### config.mk
export PLATFORM = sky130hd
export DESIGN_NAME = load_store_unit
export DESIGN_NICKNAME = d
export VERILOG_FILES = /design/src/rtl/lsu_pkg.sv /design/src/rtl/load_store_unit.sv
export SDC_FILE = /design/constraint.sdc
export NUM_CORES = 1
export LEC_CHECK = 0
export ABC_AREA = 0
export BUFFER_PORTS_ARGS = -buffer_cell sky130_fd_sc_hd__buf_2
export CORE_MARGIN = 4
export CORE_UTILIZATION = 59
export DETAILED_ROUTE_END_ITERATION = 8
export PLACE_DENSITY = 0.81
export RECOVER_POWER = 25
export SKIP_CTS_REPAIR_TIMING = 1
export SLEW_MARGIN = 20
export SYNTH_ARGS = -nofsm -noshare
export SYNTH_HDL_FRONTEND = slang
export SYNTH_SLANG_ARGS = --single-unit
### constraint.sdc
create_clock -name clk -period 6.95 [get_ports clk]
set_input_delay 0.3475 -clock clk [delete_from_list [all_inputs] [get_ports clk]]
set_output_delay 0.3475 -clock clk [all_outputs]
set_load 0.1 [all_outputs]
### src/rtl/lsu_pkg.sv
// Shared definitions for the load/store unit: op encodings, FSM states, width defaults.
package lsu_pkg;

    localparam int unsigned ADDR_W_DEFAULT = 8;
    localparam int unsigned DATA_W_DEFAULT = 8;
    localparam int unsigned LEN_W          = 8;

    typedef enum logic [1:0] {
        OP_LOAD    = 2'b00,
        OP_STORE   = 2'b01,
        OP_COPY    = 2'b10,
        OP_ILLEGAL = 2'b11
    } lsu_op_e;

    typedef enum logic [2:0] {
        StIdle,
        StRd,
        StRdWait,
        StWr,
        StResp
    } lsu_state_e;

endpackage

### src/rtl/load_store_unit.sv
// Load/store unit: single-request LOAD, STORE and byte-wise COPY against a memory
// stage with one-cycle registered read data.
module load_store_unit
    import lsu_pkg::*;
#(
    parameter int unsigned ADDR_W = ADDR_W_DEFAULT,
    parameter int unsigned DATA_W = DATA_W_DEFAULT
) (
    input  logic              clk,
    input  logic              rst,
    input  logic              req_valid,
    output logic              req_ready,
    input  logic [1:0]        req_op,
    input  logic [ADDR_W-1:0] req_addr,
    input  logic [DATA_W-1:0] req_data,
    input  logic [LEN_W-1:0]  req_len,
    output logic              resp_valid,
    output logic [DATA_W-1:0] resp_data,
    output logic              resp_err,
    output logic [ADDR_W-1:0] memory_addr,
    output logic              memory_read_enable,
    output logic              memory_write_enable,
    output logic [DATA_W-1:0] memory_write_data,
    input  logic [DATA_W-1:0] memory_read_data
);

    lsu_state_e        state_q, state_d;
    lsu_op_e           op_q;
    logic [ADDR_W-1:0] src_q;
    logic [ADDR_W-1:0] dst_q;
    logic [DATA_W-1:0] data_q;
    logic [LEN_W-1:0]  len_q;
    logic [LEN_W-1:0]  cnt_q;
    logic [LEN_W-1:0]  cnt_next;
    logic              resp_valid_q;
    logic              resp_err_q;
    logic [DATA_W-1:0] resp_data_q;
    logic              accept;
    logic [ADDR_W-1:0] rd_addr;
    logic [ADDR_W-1:0] wr_addr;

    assign accept   = req_valid && req_ready;
    assign cnt_next = cnt_q + 8'd1;
    // COPY walks source and destination together; wrap-around is intentional.
    assign rd_addr  = src_q + ADDR_W'(cnt_q);
    assign wr_addr  = (op_q == OP_COPY) ? (dst_q + ADDR_W'(cnt_q)) : src_q;

    // State register with synchronous reset.
    always_ff @(posedge clk) begin
        if (rst) begin
            state_q <= StIdle;
        end else begin
            state_q <= state_d;
        end
    end

    // Next-state decode.
    always_comb begin
        state_d = state_q;
        case (state_q)
            StIdle: begin
                if (accept) begin
                    case (lsu_op_e'(req_op))
                        OP_LOAD:  state_d = StRd;
                        OP_STORE: state_d = StWr;
                        OP_COPY:  state_d = (req_len == '0) ? StResp : StRd;
                        default:  state_d = StResp;
                    endcase
                end
            end
            StRd:     state_d = StRdWait;
            StRdWait: state_d = (op_q == OP_COPY) ? StWr : StResp;
            StWr: begin
                if (op_q == OP_COPY && cnt_next != len_q) begin
                    state_d = StRd;
                end else begin
                    state_d = StResp;
                end
            end
            StResp:   state_d = StIdle;
            default:  state_d = StIdle;
        endcase
    end

    // Memory strobes and handshake; strobes are gated by rst so no write lands on a reset edge.
    always_comb begin
        req_ready           = (state_q == StIdle) && !rst;
        memory_read_enable  = 1'b0;
        memory_write_enable = 1'b0;
        memory_addr         = '0;
        memory_write_data   = '0;
        if (!rst) begin
            case (state_q)
                StRd: begin
                    memory_read_enable = 1'b1;
                    memory_addr        = rd_addr;
                end
                StWr: begin
                    memory_write_enable = 1'b1;
                    memory_addr         = wr_addr;
                    memory_write_data   = data_q;
                end
                default: ;
            endcase
        end
    end

    // Request latch, copy byte counter and registered response.
    always_ff @(posedge clk) begin
        if (rst) begin
            op_q         <= OP_LOAD;
            src_q        <= '0;
            dst_q        <= '0;
            data_q       <= '0;
            len_q        <= '0;
            cnt_q        <= '0;
            resp_valid_q <= 1'b0;
            resp_err_q   <= 1'b0;
            resp_data_q  <= '0;
        end else begin
            if (accept) begin
                op_q   <= lsu_op_e'(req_op);
                src_q  <= req_addr;
                dst_q  <= ADDR_W'(req_data);
                data_q <= req_data;
                len_q  <= req_len;
                cnt_q  <= '0;
            end
            // The byte read for LOAD/COPY becomes the response or the next write data.
            if (state_q == StRdWait) begin
                data_q <= memory_read_data;
            end
            if (state_q == StWr && op_q == OP_COPY) begin
                cnt_q <= cnt_next;
            end

            resp_valid_q <= 1'b0;
            resp_err_q   <= 1'b0;
            resp_data_q  <= '0;
            if (state_d == StResp) begin
                resp_valid_q <= 1'b1;
                case (state_q)
                    StIdle:   resp_err_q  <= (lsu_op_e'(req_op) == OP_ILLEGAL);
                    StRdWait: resp_data_q <= memory_read_data;
                    StWr: begin
                        if (op_q == OP_COPY) begin
                            resp_data_q <= DATA_W'(len_q);
                        end
                    end
                    default: ;
                endcase
            end
        end
    end

    assign resp_valid = resp_valid_q;
    assign resp_err   = resp_err_q;
    assign resp_data  = resp_data_q;

endmodule

Word-level counts from Yosys, hierarchy flattened
Cells that the tools add are included.
- register bits after elaboration: 55
- latch bits: 0
- bits in writable memories: 0
- bits in read-only memories: 0
- input bits: 37
- output and inout bits: 29
- memories kept: 0
- add/subtract/negate cells: 3
- multipliers: 0
- divide/modulo/power cells: 0
- magnitude comparators: 0
- equality and inequality tests: 9
- shifts and indexed selects: 0
- multiplexer cells: 22
- bitwise gates (word level): 2
- reductions and logical operators: 12
- operator list (kind ; count):
    2-to-1 mux 8 bit ; 9
    one-hot mux 8 bit (2 select lines) ; 2
    adder 8 bit ; 2
    2-to-1 mux 3 bit ; 4
    one-hot mux 3 bit (4 select lines) ; 1
    one-hot mux 3 bit (3 select lines) ; 1
    adder 8 x 1 -> 8 bit, second input constant ; 1
    logical NOT 8 bit ; 1
    inequality test 8 bit ; 1
    equality test 2 bit, second input constant ; 3
    equality test 3 x 2 -> 1 bit, second input constant ; 2
    2-to-1 mux 1 bit ; 5
    logical AND 1 bit ; 4
    nonzero test 2 bit ; 2
    equality test 3 x 1 -> 1 bit, second input constant ; 1
    equality test 3 bit, second input constant ; 1
    logical NOT 3 bit ; 1
    OR reduction 3 bit ; 1
    equality test 2 x 1 -> 1 bit, second input constant ; 1
    logical NOT 2 bit ; 1
    inverter 1 bit ; 2
    OR reduction 2 bit ; 1
    logical NOT 1 bit ; 1

Longest topological paths before layout
- depth in word-level cells: 8
- gate-level depth with buffers: 9

Least setup slack after synthesis
OpenSTA, ideal clock, no wires.
- path kind: reg2out
- start: register cnt_q[0]
- end: output memory_addr[4]
- arrival: 3.948 ns
- setup slack: 2.654 ns
- cell stages (with the launch flop): 10
- cell sequence: dfxtp_1 -> ha_1 -> inv_1 -> fa_1 -> nor2b_1 -> o21a_1 -> nor3_1 -> nand3b_1 -> a21boi_0 -> a211oi_1
- cells in the longest elaborated chain, start to end: 4
- elaborated cells between the ends (all ways): 5
- those cells by class: add/sub: 2; mux: 3
- RTL lines (what ; line ; source):
    start, declared ; load_store_unit.sv:33 ; logic [LEN_W-1:0] cnt_q;
    start signal, assigned ; load_store_unit.sv:134 ; cnt_q <= cnt_next;
    adder 8 bit ; load_store_unit.sv:46 ; assign wr_addr = (op_q == OP_COPY) ? (dst_q + ADDR_W'(cnt_q)) : src_q;
    2-to-1 mux 8 bit ; load_store_unit.sv:46 ;
    one-hot mux 8 bit (2 select lines) * ; load_store_unit.sv:93 ; case (state_q)
    2-to-1 mux 8 bit * ; load_store_unit.sv:92 ; if (!rst) begin
    end, declared ; load_store_unit.sv:20 ; output logic [ADDR_W-1:0] memory_addr,
Every way passes the cells marked *; elsewhere a longest branch is shown, timed or not.

Worst setup path after layout
- start: register cnt_q[1]
- end: output memory_addr[7]
The elaborated chain is that of the path after synthesis.

==> flow_summary_export.csv <==
group,metric,value,unit
status,outcome,"finished, final reports clean",
grt,grt_pass1_wl,13.8,mm
yosys,synthCells,400,
final_layout,drive_above_1_share,17.0,%
worst_hold_path,min_path_type,"in -> reg",
route,finalWirelength,8.47,mm
die,start_util,61.5,%
final_layout,nets,507,
grt,grtUsageTotal,26.6,%
die,ios,66,
route,via_per_inst,5.99,
timing,period_needed,3.61,ns
yosys,synth-async-reset-ratio,0,%
timing,max_slew.worst_pin.slew,1.20,ns
placement,finalWeightedCongestion,0.895,
final_layout,synthToLayoutAreaGrowth,13.8,%
power_and_ir_drop,power_density,183,nW/um^2
worst_setup_path,path_depth,8,
clock_tree,cts.sinks,55,
final_layout,final_cell_area,3600,sq um
worst_setup_path,critPathLaunchType,"register",
yosys,ys_warn_count,0,
worst_setup_path,slowest_stage,"dfxtp_1",
final_layout,antenna_cells,0,
grt,grt_pass1_vias,2935,
worst_setup_path,path_cells,"ha_1 > a21o_1 > a211o_1 > a2111oi_1 > nor3b_1 > nor4b_1 > nand4b_1 > buf_2",
yosys,ys_seq_area_share,34.8,%
die,die_area,6590,sq um
worst_setup_path,path_max_fanout,9,
route,ant_nets,0,
yosys,ys_types,51,
final_layout,multi_input_area,1930,sq um
timing,clock.fmax,277,MHz
worst_setup_path,worst-path-buf-inv,1,
timing,fin_tns_setup,0,ns
clock_tree,ctsLongestPathBuffers,2,
grt,antenna_found_initial,0,
worst_setup_path,critPathTopFamily,"compound AO/OA/AOI/OAI gates",
die,die_h,81.2,microns
die,die_x,81.2,microns
timing,setup_slack,3.34,ns
final_layout,layout_commonest_cell,"nand2_1",
yosys,synthesis.area,3160,sq um
timing,setup_viol,0,
placement,placed_area,3490,sq um
clock_tree,cts_buffers,5,
route,drt_iter0_drc,298,
route,num_vias,3137,
yosys,synth-edff-count,0,
job,cap_violations,0,
final_layout,seqCellArea,1100,sq um
final_layout,most-common-layout-cells,"88 x nand2_1, 55 x dfxtp_1, 54 x buf_2",
yosys,synthFlopType,"dfxtp_1",
worst_setup_path,critPathKind,"reg -> out",
route,drc_errors,0,
timing,min_period_over_period,51.9,%
die,rows,26,
yosys,syn_area_per_cell,7.90,sq um
power_and_ir_drop,ir_worst_vdd,0.103,mV
clock_tree,cts_tree,"built",
timing,max-slew-margin-rel,20.0,%
timing,hold_viol,0,
final_layout,final_util,70.0,%
clock_tree,htree_levels,2,
route,wire_per_inst,16.2,microns
placement,port_buffers,65,
clock_tree,cts.clk_slew.worst_paths,0.10,ns
clock_tree,clk_latency,0.32,ns
timing,report.final.slew_viol_count,0,
worst_setup_path,crit_required,6.60,ns
clock_tree,cts_root_buf,"clkbuf_8",
placement,post-place-cells,516,
worst_setup_path,critPathCaptureType,"output pin",
worst_setup_path,cp.arrival,3.26,ns
placement,pre_cts_slack,3.75,ns
die,coreArea,5140,sq um
power_and_ir_drop,leakage,1.54,nW
yosys,ys_ff_latch,55,
route,drt_first_pass_iters,5,
final_layout,num-fill-cells,459,
timing,rsz0062_at_grt,"false",
grt,grt_max_degree,49,
yosys,synth.net_count,454,
worst_setup_path,critical_path.max_stage_delay,0.56,ns
worst_hold_path,hold_depth,3,
timing,skew,0.00707,ns
placement,hpwl,6.30,mm
worst_setup_path,reg2reg_depth,7,
grt,overflow,0,
final_layout,layout.cells.non_filler,524,
## power breakdown
group          switching, mW  internal (mW)
registers             0.0156          0.330
clock network          0.115          0.111
logic                 0.0554         0.0321
## worst paths after layout
kind	from	end	slack (ns)
hold / removal	req_addr[3]	src_q[3]$_SDFFE_PP0N_	0.21
setup / recovery	cnt_q[1]$_SDFFE_PP0P_	memory_addr[7]	3.34
hold reg to reg	dst_q[0]$_SDFFE_PP0N_	dst_q[0]$_SDFFE_PP0N_	0.47
setup reg to reg	cnt_q[1]$_SDFFE_PP0P_	resp_err$_SDFF_PP0_	4.06
## cell families (layout without fill, tap and decap cells)
| group | after synthesis | count (layout) | share of synthesized area (%) |
|---|---|---|---|
| AOI/OAI and AO/OA | 96 | 96 | 19.5 |
| xor gates and xnor gates | 16 | 16 | 4.43 |
| adders and majority gates | 17 | 17 | 7.21 |
| buffers and inverters | 29 | 83 | 3.96 |
| DFF | 55 | 55 | 34.8 |
| and+or+nand+nor | 187 | 187 | 30.0 |
## metal layers
| metal | vias up | GRT usage (%) | part of all wire (%) |
|---|---|---|---|
| li1 | 1520 | - | - |
| met5 | - | 0 | 0 |
| met1 | 1477 | 33.1 | 44 |
| met3 | 17 | 3.99 | 5.8 |
| met2 | 123 | 46.9 | 48 |
| met4 | 0 | 8.95 | 1.9 |
## worst register-to-register path, stage by stage, from the launching register on
cell	delay, ns
dfxtp_1	0.56
ha_1	0.34
nand3_1	0.24
o21a_1	0.25
o221ai_1	0.26
nor4_2	0.08
o21ai_1	0.90
nor4_2	0.11
## synthesized netlist by cell type, drive strengths merged, types with 2 or more instances
master	number	area, sq um
and2	9	56.3
nand2	88	330
nor4b	2	17.5
a2111oi	2	18.8
clkbuf	11	41.3
o211ai	2	15.0
nand4b	4	35.0
nand2b	4	25.0
ha	15	188
nand3	8	45.0
o21ai	16	80.1
a31oi	9	56.3
dfxtp	55	1100
buf	9	50.0
nand3b	22	165
nor3b	2	15.0
nor2	21	78.8
nor4	5	50.1
a211oi	5	37.5
xor2	8	70.1
a21oi	39	225
inv	9	33.8
nor3	10	50.1
and3	4	25.0
nor2b	5	31.3
a21o	5	37.5
o31ai	2	15.0
fa	2	40.0
o21a	4	30.0
a22oi	2	15.0
xnor2	8	70.1
## flip-flops by register name, indices dropped and copies added (netlist names)
register / cells
len_q: 8
data_q: 8
op_q: 2
resp_valid: 1
dst_q: 8
state_q: 3
src_q: 8
resp_err: 1
cnt_q: 8
resp_data: 8
## area by class of cell
| type | count | area share [%] |
|---|---|---|
| inverters | 9 | 0.939 |
| flip-flops and latches | 55 | 30.6 |
| well taps | 70 | 2.44 |
| clock inverters | 3 | 1.53 |
| repair buffers | 66 | 8.87 |
| multi-input cells | 316 | 53.7 |
| clock buffers | 5 | 1.91 |
## metrics by stage
stage / total power [mW] / hold WS [ns]
finish: 0.660 / 0.211
global route: 0.689 / 0.209
CTS: 0.664 / 0.208
detailed placement: 0.440 / 0.457
global placement: 0.437 / 0.450
floorplan: 0.411 / 0.441
No activity file was read; power rests on OpenSTA's default activity.
